### src/rtl/mul_op_sequencer.sv
// mul_op_sequencer: buffers operand pairs in a small FIFO and feeds them, one pair at a
// time, to an external sequential multiplier over a shared 16-bit operand bus.
// The result is held in a single-entry output register until the consumer accepts it.
//
// Handshakes: a transfer happens on a clock edge where valid && ready are both high;
// a source holds its payload stable while valid is high and ready is low, and
// in_ready never depends on the same-cycle pop.
//
// Optional feature: define MUL_SEQ_TIMEOUT_EN to abort a multiplication that does not
// complete within TIMEOUT_CYC WAIT cycles. The abort delivers 16'hFFFF with out_err=1.
// Without the macro WAIT holds until mul_done and out_err is tied to 0.
module mul_op_sequencer #(
    parameter int FIFO_DEPTH  = 4,
    parameter int TIMEOUT_CYC = 255
) (
    input  logic        clk,
    input  logic        rst_n,
    input  logic        in_valid,
    input  logic [15:0] in_a,
    input  logic [15:0] in_b,
    output logic        in_ready,
    output logic [15:0] mul_data,
    output logic        mul_start,
    input  logic        mul_done,
    input  logic [15:0] mul_product,
    output logic        out_valid,
    output logic [15:0] out_product,
    output logic        out_err,
    input  logic        out_ready,
    output logic [1:0]  o_dbg_state
);

    localparam int AW = (FIFO_DEPTH > 1) ? $clog2(FIFO_DEPTH) : 1;
    localparam logic [AW:0] DEPTH_C = (AW + 1)'(FIFO_DEPTH);

    typedef enum logic [1:0] {
        S_IDLE   = 2'd0,
        S_LOAD_A = 2'd1,
        S_LOAD_B = 2'd2,
        S_WAIT   = 2'd3
    } state_t;

    state_t        r_state;
    state_t        w_next_state;
    logic [31:0]   r_mem [FIFO_DEPTH];
    logic [AW-1:0] r_wr_ptr;
    logic [AW-1:0] r_rd_ptr;
    logic [AW:0]   r_count;
    logic [15:0]   r_op_a;
    logic [15:0]   r_op_b;
    logic          r_out_valid;
    logic [15:0]   r_out_product;
    logic          w_push;
    logic          w_pop;
    logic          w_done;
    logic          w_tmo;

    // Pop only from registered occupancy, so a same-cycle push is never bypassed.
    assign in_ready    = (r_count != DEPTH_C);
    assign w_push      = in_valid && in_ready;
    assign w_pop       = (r_state == S_IDLE) && (r_count != '0) && !r_out_valid;
    assign w_done      = (r_state == S_WAIT) && mul_done;
    assign out_valid   = r_out_valid;
    assign out_product = r_out_product;
    assign o_dbg_state = r_state;

`ifdef MUL_SEQ_TIMEOUT_EN
    logic [7:0] r_tmo_cnt;
    logic       r_out_err;

    // Abort fires on the WAIT cycle in which the count reaches TIMEOUT_CYC.
    assign w_tmo   = (r_state == S_WAIT) && !mul_done && (r_tmo_cnt == 8'(TIMEOUT_CYC - 1));
    assign out_err = r_out_err;

    // Timeout counter: cleared entering WAIT, counts WAIT cycles without completion.
    always_ff @(posedge clk or negedge rst_n) begin
        if (!rst_n) begin
            r_tmo_cnt <= '0;
        end else if (r_state == S_LOAD_B) begin
            r_tmo_cnt <= '0;
        end else if ((r_state == S_WAIT) && !mul_done) begin
            r_tmo_cnt <= r_tmo_cnt + 8'd1;
        end
    end

    // Error flag travels with the captured result.
    always_ff @(posedge clk or negedge rst_n) begin
        if (!rst_n) begin
            r_out_err <= 1'b0;
        end else if (w_done) begin
            r_out_err <= 1'b0;
        end else if (w_tmo) begin
            r_out_err <= 1'b1;
        end
    end
`else
    assign w_tmo   = 1'b0;
    assign out_err = 1'b0;
`endif

    // FIFO storage: payload only, no reset needed.
    always_ff @(posedge clk) begin
        if (w_push) begin
            r_mem[r_wr_ptr] <= {in_a, in_b};
        end
    end

    // FIFO pointers and occupancy; pointers wrap naturally at the power-of-two depth.
    always_ff @(posedge clk or negedge rst_n) begin
        if (!rst_n) begin
            r_wr_ptr <= '0;
            r_rd_ptr <= '0;
            r_count  <= '0;
        end else begin
            if (w_push) r_wr_ptr <= r_wr_ptr + AW'(1);
            if (w_pop)  r_rd_ptr <= r_rd_ptr + AW'(1);
            case ({w_push, w_pop})
                2'b10:   r_count <= r_count + (AW + 1)'(1);
                2'b01:   r_count <= r_count - (AW + 1)'(1);
                default: r_count <= r_count;
            endcase
        end
    end

    // Operand registers capture the head pair on the launch edge.
    always_ff @(posedge clk or negedge rst_n) begin
        if (!rst_n) begin
            r_op_a <= '0;
            r_op_b <= '0;
        end else if (w_pop) begin
            r_op_a <= r_mem[r_rd_ptr][31:16];
            r_op_b <= r_mem[r_rd_ptr][15:0];
        end
    end

    // Sequencer state register.
    always_ff @(posedge clk or negedge rst_n) begin
        if (!rst_n) begin
            r_state <= S_IDLE;
        end else begin
            r_state <= w_next_state;
        end
    end

    // Next state and multiplier-side outputs; mul_done only matters in WAIT.
    always_comb begin
        w_next_state = r_state;
        mul_data     = '0;
        mul_start    = 1'b0;
        case (r_state)
            S_IDLE: begin
                if (w_pop) w_next_state = S_LOAD_A;
            end
            S_LOAD_A: begin
                mul_data     = r_op_a;
                mul_start    = 1'b1;
                w_next_state = S_LOAD_B;
            end
            S_LOAD_B: begin
                mul_data     = r_op_b;
                w_next_state = S_WAIT;
            end
            S_WAIT: begin
                mul_data = r_op_b;
                if (mul_done || w_tmo) w_next_state = S_IDLE;
            end
            default: w_next_state = S_IDLE;
        endcase
    end

    // Result register: filled on completion or abort, emptied by the consumer.
    always_ff @(posedge clk or negedge rst_n) begin
        if (!rst_n) begin
            r_out_valid   <= 1'b0;
            r_out_product <= '0;
        end else if (w_done) begin
            r_out_valid   <= 1'b1;
            r_out_product <= mul_product;
        end else if (w_tmo) begin
            r_out_valid   <= 1'b1;
            r_out_product <= 16'hFFFF;
        end else if (r_out_valid && out_ready) begin
            r_out_valid   <= 1'b0;
        end
    end

endmodule
### config.mk
export PLATFORM = sky130hd
export DESIGN_NAME = mul_op_sequencer
export DESIGN_NICKNAME = d
export VERILOG_FILES = /design/src/rtl/mul_op_sequencer.sv
export SDC_FILE = /design/constraint.sdc
export NUM_CORES = 1
export LEC_CHECK = 0
export ABC_AREA = 1
export BUFFER_PORTS_ARGS = -buffer_cell sky130_fd_sc_hd__buf_2
export CAP_MARGIN = 20
export CORE_ASPECT_RATIO = 1.2
export CORE_UTILIZATION = 35
export DETAILED_ROUTE_END_ITERATION = 7
export PLACE_DENSITY = 0.59
export SYNTH_ARGS = -nofsm -noshare
export SYNTH_HDL_FRONTEND = slang
export SYNTH_SLANG_ARGS = --single-unit
export TNS_END_PERCENT = 5
### constraint.sdc
create_clock -name clk -period 2.5 [get_ports clk]
set_clock_uncertainty 0.2 [all_clocks]
set_input_delay 0.125 -clock clk [delete_from_list [all_inputs] [get_ports clk]]
set_output_delay 0.125 -clock clk [all_outputs]
set_load 0.01 [all_outputs]
## Yosys cells after proc, flatten, opt, wreduce, memory -nomap -nowiden

Memories as Yosys holds them, arrays and structs flattened. A register that Yosys moved wholly into a read port is not among the register bits.
Cells that the tools add are included.

- Add/sub/neg operators: 4
- Equality and inequality tests: 8
- Multiplexer cells: 10
- Reduce and logical (&&, ||, !) cells: 13

Operators by type and width:

| cell | number |
|---|---|
| one-hot mux 16 bit (2 select lines) | 1 |
| one-hot mux 2 bit (4 select lines) | 1 |
| equality test 2 bit (second input constant) | 3 |
| one-hot mux 3 bit (2 select lines) | 1 |
| logical AND 1 bit | 5 |
| 2-to-1 mux 1 bit | 5 |
| adder 2 x 1 -> 2 bit (second input constant) | 2 |
| equality test 2 x 1 -> 1 bit (second input constant) | 2 |
| 2-to-1 mux 2 bit | 2 |
| inequality test 2 bit (second input constant) | 2 |
| nonzero test 2 bit | 2 |
| adder 3 x 1 -> 3 bit (second input constant) | 1 |
| inequality test 3 bit (second input constant) | 1 |
| nonzero test 3 bit | 1 |
| subtractor 3 x 1 -> 3 bit (second input constant) | 1 |
| logical NOT 1 bit | 2 |
| logical NOT 2 bit | 1 |
| AND reduction 2 bit | 1 |
| OR reduction 2 bit | 1 |

- Register bits after elaboration: 26
- RAM bits: 128
- Output and inout port bits: 38
- Memories: 1

Memory list:

| memory | depth | bits a word | read ports | clocked after memory_dff | write ports | line | source |
|---|---|---|---|---|---|---|---|
| r_mem | 4 | 32 | 1 | 1 | 1 | 45 | `logic [31:0] r_mem [FIFO_DEPTH];` |

## Longest topological paths before layout

Gate-level depths: netlist (run 1).

- Depth in word-level cells: 5
- Gate-level depth with buffers: 15
- Depth with buffers taken out: 13

## Worst setup path before layout (run 1)

OpenSTA, ideal clock, no wires.

- Path type: register to register
- From: reg r_count[0]
- To: mem r_mem[0][0], enable pin
- Library setup time: 421 ps
- Arrival: 2038 ps
- Slack: -159 ps
- Stages on the path, launching flop included: 5
- Clock period less this slack: 2659 ps
- Cells stage by stage: dfrtp_1 nor2_1 nand2_1 nand2_2 nor2_1

- Cells in the longest elaborated chain, start to end: 4

Ends and longest elaborated chain:

| item | line | source |
|---|---|---|
| start, declared | 48 | `logic [AW:0] r_count;` |
| start signal, assigned | 118 | `2'b10: r_count <= r_count + (AW + 1)'(1);` |
| start signal, assigned | 119 | `2'b01: r_count <= r_count - (AW + 1)'(1);` |
| start signal, assigned | 120 | `default: r_count <= r_count;` |
| inequality test 3 bit | 59 | `assign in_ready = (r_count != DEPTH_C);` |
| net in_ready | 21 | `output logic in_ready,` |
| logical AND 1 bit | 60 | `assign w_push = in_valid && in_ready;` |
| 2-to-1 mux 1 bit | 103 | `if (w_push) begin` |
| 2-to-1 mux 1 bit (not written as such) | 104 | `r_mem[r_wr_ptr] <= {in_a, in_b};` |
| end, declared | 45 |  |

The timed path passes the listed nets, and every way through them passes these cells.

## Worst setup path after layout (run 1)

- From: reg r_state[1] (netlist: o_dbg_state[1])
- To: out mul_data[12]

- Cells in the longest elaborated chain, start to end: 3

Ends and longest elaborated chain:

| item | line | source |
|---|---|---|
| start, declared | 43 | `state_t r_state;` |
| start signal, assigned | 141 | `r_state <= w_next_state;` |
| equality test 2 bit | 150 | `case (r_state)` |
| OR reduction 2 bit (no source line) | - |  |
| one-hot mux 16 bit (2 select lines) * | 150 |  |
| end, declared | 22 | `output logic [15:0] mul_data,` |

Every way passes the cells marked *; elsewhere a longest branch is shown, timed or not.

==> results of run 1 <==
worst min-delay path, stage by stage:
cell,delay [ns]
sky130_fd_sc_hd__dlygate4sd3_1,0.53
sky130_fd_sc_hd__buf_2,0.17
sky130_fd_sc_hd__buf_4,0.26
layout by cell type (no fill, tap or decap), types with 2 or more instances in the layout:
cell                            instances
sky130_fd_sc_hd__nand2_1              205
sky130_fd_sc_hd__edfxtp_1             128
sky130_fd_sc_hd__buf_2                 89
sky130_fd_sc_hd__nor2_1                68
sky130_fd_sc_hd__dfrtp_1               56
sky130_fd_sc_hd__dlygate4sd3_1         53
sky130_fd_sc_hd__inv_1                 47
sky130_fd_sc_hd__o21ai_0               31
sky130_fd_sc_hd__o211ai_2              29
sky130_fd_sc_hd__a21oi_1               17
sky130_fd_sc_hd__clkbuf_16             17
sky130_fd_sc_hd__mux2_2                16
sky130_fd_sc_hd__ha_1                  10
sky130_fd_sc_hd__buf_4                  7
sky130_fd_sc_hd__buf_12                 7
sky130_fd_sc_hd__inv_6                  5
sky130_fd_sc_hd__o21ai_1                4
sky130_fd_sc_hd__nor2_4                 3
sky130_fd_sc_hd__xor2_1                 3
sky130_fd_sc_hd__o211ai_1               3
sky130_fd_sc_hd__clkinv_2               3
sky130_fd_sc_hd__clkbuf_8               3
sky130_fd_sc_hd__or2_2                  2
sky130_fd_sc_hd__nor2_2                 2
sky130_fd_sc_hd__nand2_2                2
sky130_fd_sc_hd__nand3_1                2
sky130_fd_sc_hd__clkinv_4               2
sky130_fd_sc_hd__bufinv_16              2
cells in the mapped netlist, types with 6 or more instances:
master | instances | area [µm²]
sky130_fd_sc_hd__mux2_2 | 16 | 180.2
sky130_fd_sc_hd__o21ai_0 | 31 | 155.2
sky130_fd_sc_hd__ha_1 | 10 | 125.1
sky130_fd_sc_hd__o211ai_2 | 29 | 362.9
sky130_fd_sc_hd__a21oi_1 | 17 | 85.08
sky130_fd_sc_hd__nand2_1 | 205 | 769.5
sky130_fd_sc_hd__dfrtp_1 | 58 | 1451
sky130_fd_sc_hd__inv_1 | 47 | 176.4
sky130_fd_sc_hd__buf_2 | 11 | 55.05
sky130_fd_sc_hd__buf_6 | 6 | 67.56
sky130_fd_sc_hd__edfxtp_1 | 128 | 3844
sky130_fd_sc_hd__nor2_1 | 73 | 274.0
sky130_fd_sc_hd__buf_4 | 10 | 75.07
layout make-up:
type / instances / area, µm² / area share (%)
Clock buffer: 20 / 466.7 / 4.794
Multi-Input combinational cell: 402 / 2135 / 21.93
Inverter: 49 / 186.4 / 1.915
Timing Repair Buffer: 156 / 1169 / 12.00
Clock inverter: 12 / 136.4 / 1.401
Tap cell: 274 / 342.8 / 3.521
Sequential cell: 186 / 5300 / 54.44
worst max-delay path by stage:
stage	endpoint	cells past startpoint	startpoint
after floorplan	r_mem[0][0]$_DFFE_PP_	4	r_count[0]$_DFFE_PN0P_
after global placement	r_count[2]$_DFFE_PN0P_	13	o_dbg_state[0]$_DFFE_PN0P_
after detailed placement	r_count[2]$_DFFE_PN0P_	13	o_dbg_state[0]$_DFFE_PN0P_
after CTS	mul_data[12]	5	o_dbg_state[1]$_DFFE_PN0P_
after global routing	mul_data[12]	5	o_dbg_state[1]$_DFFE_PN0P_
final	mul_data[12]	5	o_dbg_state[1]$_DFFE_PN0P_
repair_timing:
item	CTS	global route
resized for setup	0	1
setup endpoints to repair	0	1
endpoints found under the hold margin	208	0
buffers inserted	0	0
hold buffers	53	0
cell families after synthesis:
group | Yosys count | synth area share (%)
other cells | 1 | 0.04796
xor+xnor | 4 | 0.4482
fa+ha+maj | 11 | 1.856
compound gates | 84 | 8.257
simple gates | 286 | 14.03
mux | 16 | 2.304
flops | 186 | 67.72
buf+inv | 84 | 5.329
per-stage QoR:
step,hold slack (ns),std cells,TNS [ns],util (%)
floorplan,-0.3706,672,-20.41,-
global route,0.09323,1099,0,44.71
global placement,-0.09784,1014,0,39.49
detailed placement,-0.09002,1014,0,39.49
CTS,0.06382,1099,0,44.69
finish,0.09236,1099,0,44.71
power by group through the flow:
stage	registers, mW	logic [mW]	clock network (mW)
after floorplan	4.67	3.02	0
after global placement	4.68	4.32	0
after detailed placement	4.70	4.37	0
after CTS	4.64	4.46	2.78
after global routing	4.73	4.92	2.90
final	4.64	4.37	2.73
state kept, by name (all words and copies together) (netlist names):
register	count
r_op_b	16
r_rd_ptr	2
r_wr_ptr	2
o_dbg_state	2
r_mem	128
r_count	3
out_valid	1
r_op_a	16
out_product	16
metal layers:
metal / vias up / part of all wire, % / GRT usage (%)
li1: 2509 / - / -
met1: 2441 / 44 / 18.15
met2: 121 / 50 / 25.93
met3: 18 / 4.9 / 3.316
met4: 0 / 1.5 / 5.276
met5: - / 0 / 0
==> flow_summary_export.csv, run 1 <==
group,metric,value,unit
status,status,"finished with violations",
status,failed_checks,"DRC",
power_and_ir_drop,power_leakage,4.141,nW
critical_path,worst-setup-path-type,"reg -> out",
global_route,grt.overflow.total,0,
timing,final_period_minus_worst_setup_slack,2.397,ns
job,max_cap_violations,0,
power_and_ir_drop,power_density,1206,mW/mm²
critical_path,timing.critical_path.fanout_max,15,
logic_synthesis,yosys_register_bits,186,
placement,post-dp-hpwl,9941,µm
timing,final.setup.worst_slack,0.1032,ns
timing,setup_viol,0,
power_and_ir_drop,netSwitchingPower,4.340,mW
critical_path,startpoint_type_of_the_worst_setup_path,"flip-flop",
critical_path,worst-endpoint-required,2.17,ns
global_route,number_of_global_route_vias_before_repair,5052,
timing,worstMarginPinSlew,0.8747,ns
timing,timing.slew.headroom,41.50,%
clocking,tritoncts,"done",
critical_path,timing.critical_path.buf_inv,2,
power_and_ir_drop,combPwrFrac,37.2,%
global_route,grt_pass1_wl,26110,µm
cells_and_area,num_antenna_cells,0,
die,die_w,138.4,µm
die,floorplan.die.height,165.7,µm
logic_synthesis,syn_avg_cell_area,11.64,µm²
drt,ant_nets,0,
drt,detail_route.iter0.violations,322,
logic_synthesis,yosysWarningCount,0,
critical_path,cp_slowest_stage_delay,0.52,ns
timing,maxSlewViolCount,0,
power_and_ir_drop,p_total,11.74,mW
critical_path,crit_path_end_kind,"output pin",
power_and_ir_drop,worst_ir_drop_vdd,0.6038,mV
logic_synthesis,top_ff_cell_synth,"sky130_fd_sc_hd__edfxtp_1",
drt,drt_first_pass_iters,8,
die,dieArea,0.02294,mm²
clocking,cts_htree_levels,4,
die,floorplan.rows,59,
global_route,globalRouteTotalUtil,14.91,%
drt,post_drt_wl_per_cell,14.95,µm
critical_path,worstRegToRegCells,13,
power_and_ir_drop,p_seq_share,39.5,%
timing,fmaxAchievable,0.4172,GHz
clocking,buffer_cell_driving_the_clock_tree_root,"sky130_fd_sc_hd__clkbuf_16",
timing,post-route-period-util,95.87,%
die,initial_utilization,35.90,%
placement,final_weighted_congestion_of_routability_driven_global_placement,0.7621,
power_and_ir_drop,power.clock.fraction,23.2,%
clocking,cts.sink_count,186,
critical_path,cp_cell_sequence,"inv_1 -> ha_1 -> nand2_1 -> a21oi_1 -> buf_2",
critical_path,timing.critical_path.max_delay_family,"adder cells",
critical_path,timing.critical_path.arrival,2.07,ns
cells_and_area,final.fill_count,2027,
logic_synthesis,async_reset_ff_share,31.18,%
min_path,hp-class,"in -> async",
drt,drt-total-wl,16430,µm
cells_and_area,layout-drive-gt1-share,23.52,%
global_route,maximum_number_of_pins_on_one_net_before_global_route_repair,98,
clocking,path_clk_slew,0.07,ns
cells_and_area,nets,876,
die,io_pins,91,
critical_path,critical-path-slowest-cell,"sky130_fd_sc_hd__ha_1",
placement,dp_worst_setup_slack,0.2058,ns
critical_path,crit-reg2reg-capture,"r_count[2]$_DFFE_PN0P_",
cells_and_area,stdcell_area,0.009736,mm²
logic_synthesis,synth_cell_type_count,29,
logic_synthesis,number_of_enable_flip_flop_cells_after_synthesis,128,
drt,post_drt_via_cell_ratio,4.631,
logic_synthesis,postSynthNetCount,736,
critical_path,ff2ff_setup_slack,0.25,ns
timing,rsz0062_at_grt,"no",
global_route,antenna_found_initial,0,
timing,timing_hold_violations_final,0,
drt,number_of_vias_after_detailed_routing,5089,
power_and_ir_drop,internal_power,7.400,mW
placement,dpl_cell_area,0.008600,mm²
critical_path,regToRegStartpoint,"o_dbg_state[0]$_DFFE_PN0P_",
logic_synthesis,ys_seq_area_share,67.72,%
clocking,cts-buffers-inserted,17,
cells_and_area,area_delta_synth_final,24.52,%
drt,route.detailed.drc,29,
clocking,cts_max_path_buffers,2,
power_and_ir_drop,p_sw_share,36.97,%
logic_synthesis,synth_area,0.007819,mm²
clocking,worstSkewPairLatency,0.43,ns
logic_synthesis,netlist_instances,672,
die,core-area,0.02178,mm²
placement,io_buffers,89,
Note: power is estimated with default switching activity, not from simulation.
==> run 2, diff against run 1 <==
--- a/config.mk
+++ b/config.mk
@@ -9,9 +9,11 @@
 export BUFFER_PORTS_ARGS = -buffer_cell sky130_fd_sc_hd__buf_2
 export CAP_MARGIN = 20
 export CORE_ASPECT_RATIO = 1.2
+export CORE_MARGIN = 2
 export CORE_UTILIZATION = 35
 export DETAILED_ROUTE_END_ITERATION = 7
 export PLACE_DENSITY = 0.59
+export REMOVE_ABC_BUFFERS = 1
 export SYNTH_ARGS = -nofsm -noshare
 export SYNTH_HDL_FRONTEND = slang
 export SYNTH_SLANG_ARGS = --single-unit
==> flow_summary_export.csv, run 2 (synthesized netlist as in run 1, its figures left out) <==
group,metric,value,unit
status,status,"finished with violations",
status,failed_checks,"hold timing",
global_route,grt_pass1_wl,25760,µm
cells_and_area,layout-drive-gt1-share,23.55,%
cells_and_area,nets,879,
timing,finalSetupTns,0,ns
drt,number_of_vias_after_detailed_routing,5050,
placement,final_weighted_congestion_of_routability_driven_global_placement,0.6950,
timing,maxSlewViolCount,0,
drt,post_drt_via_cell_ratio,4.583,
global_route,globalRouteTotalUtil,14.35,%
die,floorplan.rows,59,
clocking,cts.sink_count,186,
clocking,worstSkewPairLatency,0.44,ns
die,core-area,0.02178,mm²
cells_and_area,mostFrequentLayoutCell,"sky130_fd_sc_hd__nand2_1",
global_route,grt.overflow.total,0,
placement,post-dp-hpwl,9233,µm
drt,post_drt_wl_per_cell,14.61,µm
die,dieArea,0.02356,mm²
cells_and_area,final.fill_count,1964,
cells_and_area,finish.cell_count_without_fillers,1102,
cells_and_area,number_of_flip_flops_under_the_largest_register_name,128,
power_and_ir_drop,power_density,1197,mW/mm²
global_route,antenna_found_initial,0,
power_and_ir_drop,power_leakage,4.131,nW
clocking,cts-buffers-inserted,17,
timing,setup_viol,0,
critical_path,timing.critical_path.fanout_max,10,
critical_path,worst-endpoint-required,2.17,ns
drt,route.detailed.drc,0,
timing,final_period_minus_worst_setup_slack,2.325,ns
timing,timing_hold_violations_final,12,
clocking,ctsResizeCount,0,
placement,io_buffers,89,
drt,detail_route.iter0.violations,324,
cells_and_area,num_antenna_cells,0,
die,floorplan.die.height,167.7,µm
min_path,hp-class,"in -> async",
timing,timing.slew.headroom,53.61,%
timing,hold-worst-slack,-0.008949,ns
power_and_ir_drop,p_total,11.63,mW
power_and_ir_drop,worst_ir_drop_vdd,0.5312,mV
drt,drt_first_pass_iters,5,
critical_path,timing.critical_path.arrival,2.00,ns
cells_and_area,most-common-layout-cells,"sky130_fd_sc_hd__nand2_1 (205), sky130_fd_sc_hd__edfxtp_1 (128), sky130_fd_sc_hd__buf_2 (89)",
clocking,path_clk_slew,0.07,ns
global_route,maximum_number_of_pins_on_one_net_before_global_route_repair,98,
placement,post-place-cells,1018,
cells_and_area,regMostFlops,"r_mem",
clocking,cts_max_path_buffers,2,
timing,rsz0062_at_grt,"no",
clocking,buffer_cell_driving_the_clock_tree_root,"sky130_fd_sc_hd__clkbuf_16",
critical_path,startpoint_type_of_the_worst_setup_path,"flip-flop",
clocking,tritoncts,"done",
critical_path,crit_path_end_kind,"output pin",
die,io_pins,91,
timing,worstMarginPinSlew,0.6948,ns
clocking,cts_htree_levels,4,
cells_and_area,area_delta_synth_final,24.28,%
die,initial_utilization,35.90,%
job,max_cap_violations,0,
global_route,number_of_global_route_vias_before_repair,4859,
die,die_w,140.4,µm
drt,drt-total-wl,16110,µm
timing,post-route-period-util,93.01,%
critical_path,worst-setup-path-type,"reg -> out",
timing,fmaxAchievable,0.4301,GHz
drt,ant_nets,0,
==> run 2: changes by cell type in the layout (fill, tap and decap cells not counted), sizes merged <==
cell	change
clkinvlp	+2
clkinv	-2
buf	+4
dlygate4sd3	-1
clkbuf	+1
inv	-1
==> run 2: report_power, final <==
group          internal, mW  leakage [nW]  switching [mW]
Combinational          1.56          1.97            2.80
Sequential             4.25          1.88           0.322
Clock                  1.55         0.287            1.16
==> run 2: repair_timing <==
action	4_1_cts	5_1_grt
hold buffers	52	0
buffers inserted	0	0
hold endpoints to repair	208	0
==> run 2: cell type report <==
| type | count | area [µm²] | area share (%) |
|---|---|---|---|
| clock buffer | 21 | 460.4 | 4.739 |
| sequential | 186 | 5300 | 54.55 |
| tap | 274 | 342.8 | 3.528 |
| clock inverter | 11 | 138.9 | 1.429 |
| timing repair buffer | 159 | 1151 | 11.85 |
| inverter | 49 | 186.4 | 1.919 |
| multi-input combinational | 402 | 2137 | 21.99 |
==> run 2: per-layer routing <==
| metal | vias to the layer above | track usage (%) | wire [µm] |
|---|---|---|---|
| met3 | 22 | 3.460 | 777 |
| met5 | - | 0 | 0 |
| met4 | 0 | 5.490 | 297 |
| met2 | 126 | 24.68 | 8053 |
| li1 | 2504 | - | - |
| met1 | 2398 | 17.44 | 6977 |
==> run 2: path summary, 6_finish.rpt <==
path / from / to / slack, ns / cells past startpoint
setup / recovery: o_dbg_state[1]$_DFFE_PN0P_ / mul_data[15] / 0.17 / 6
hold / removal: rst_n / r_count[1]$_DFFE_PN0P_ / -0.009 / 2
setup reg to reg: o_dbg_state[0]$_DFFE_PN0P_ / r_count[2]$_DFFE_PN0P_ / 0.33 / 13
hold reg to reg: r_op_a[7]$_DFFE_PN0P_ / r_op_a[7]$_DFFE_PN0P_ / 0.28 / 2
max in group asynchronous: rst_n / r_op_a[0]$_DFFE_PN0P_ / 1.40 / 3
min in group clk: in_a[3] / r_mem[3][19]$_DFFE_PP_ / 0.24 / 2
==> run 2: critical path, stage by stage, from the launching register on <==
cell	delay [ns]
sky130_fd_sc_hd__dfrtp_1	0.38
sky130_fd_sc_hd__buf_4	0.18
sky130_fd_sc_hd__ha_1	0.22
sky130_fd_sc_hd__or2_2	0.43
sky130_fd_sc_hd__nand2_1	0.11
sky130_fd_sc_hd__a21oi_1	0.09
sky130_fd_sc_hd__buf_2	0.16
==> run 2: stage by stage <==
step	setup WS (ns)	util (%)	cell area (µm²)
final	0.1748	44.62	9717
after global routing	0.02204	44.62	9717
after CTS	0.1140	44.62	9717
after detailed placement	0.3392	39.48	8597
after global placement	0.3480	39.48	8597
after floorplan	-0.9472	-	7589
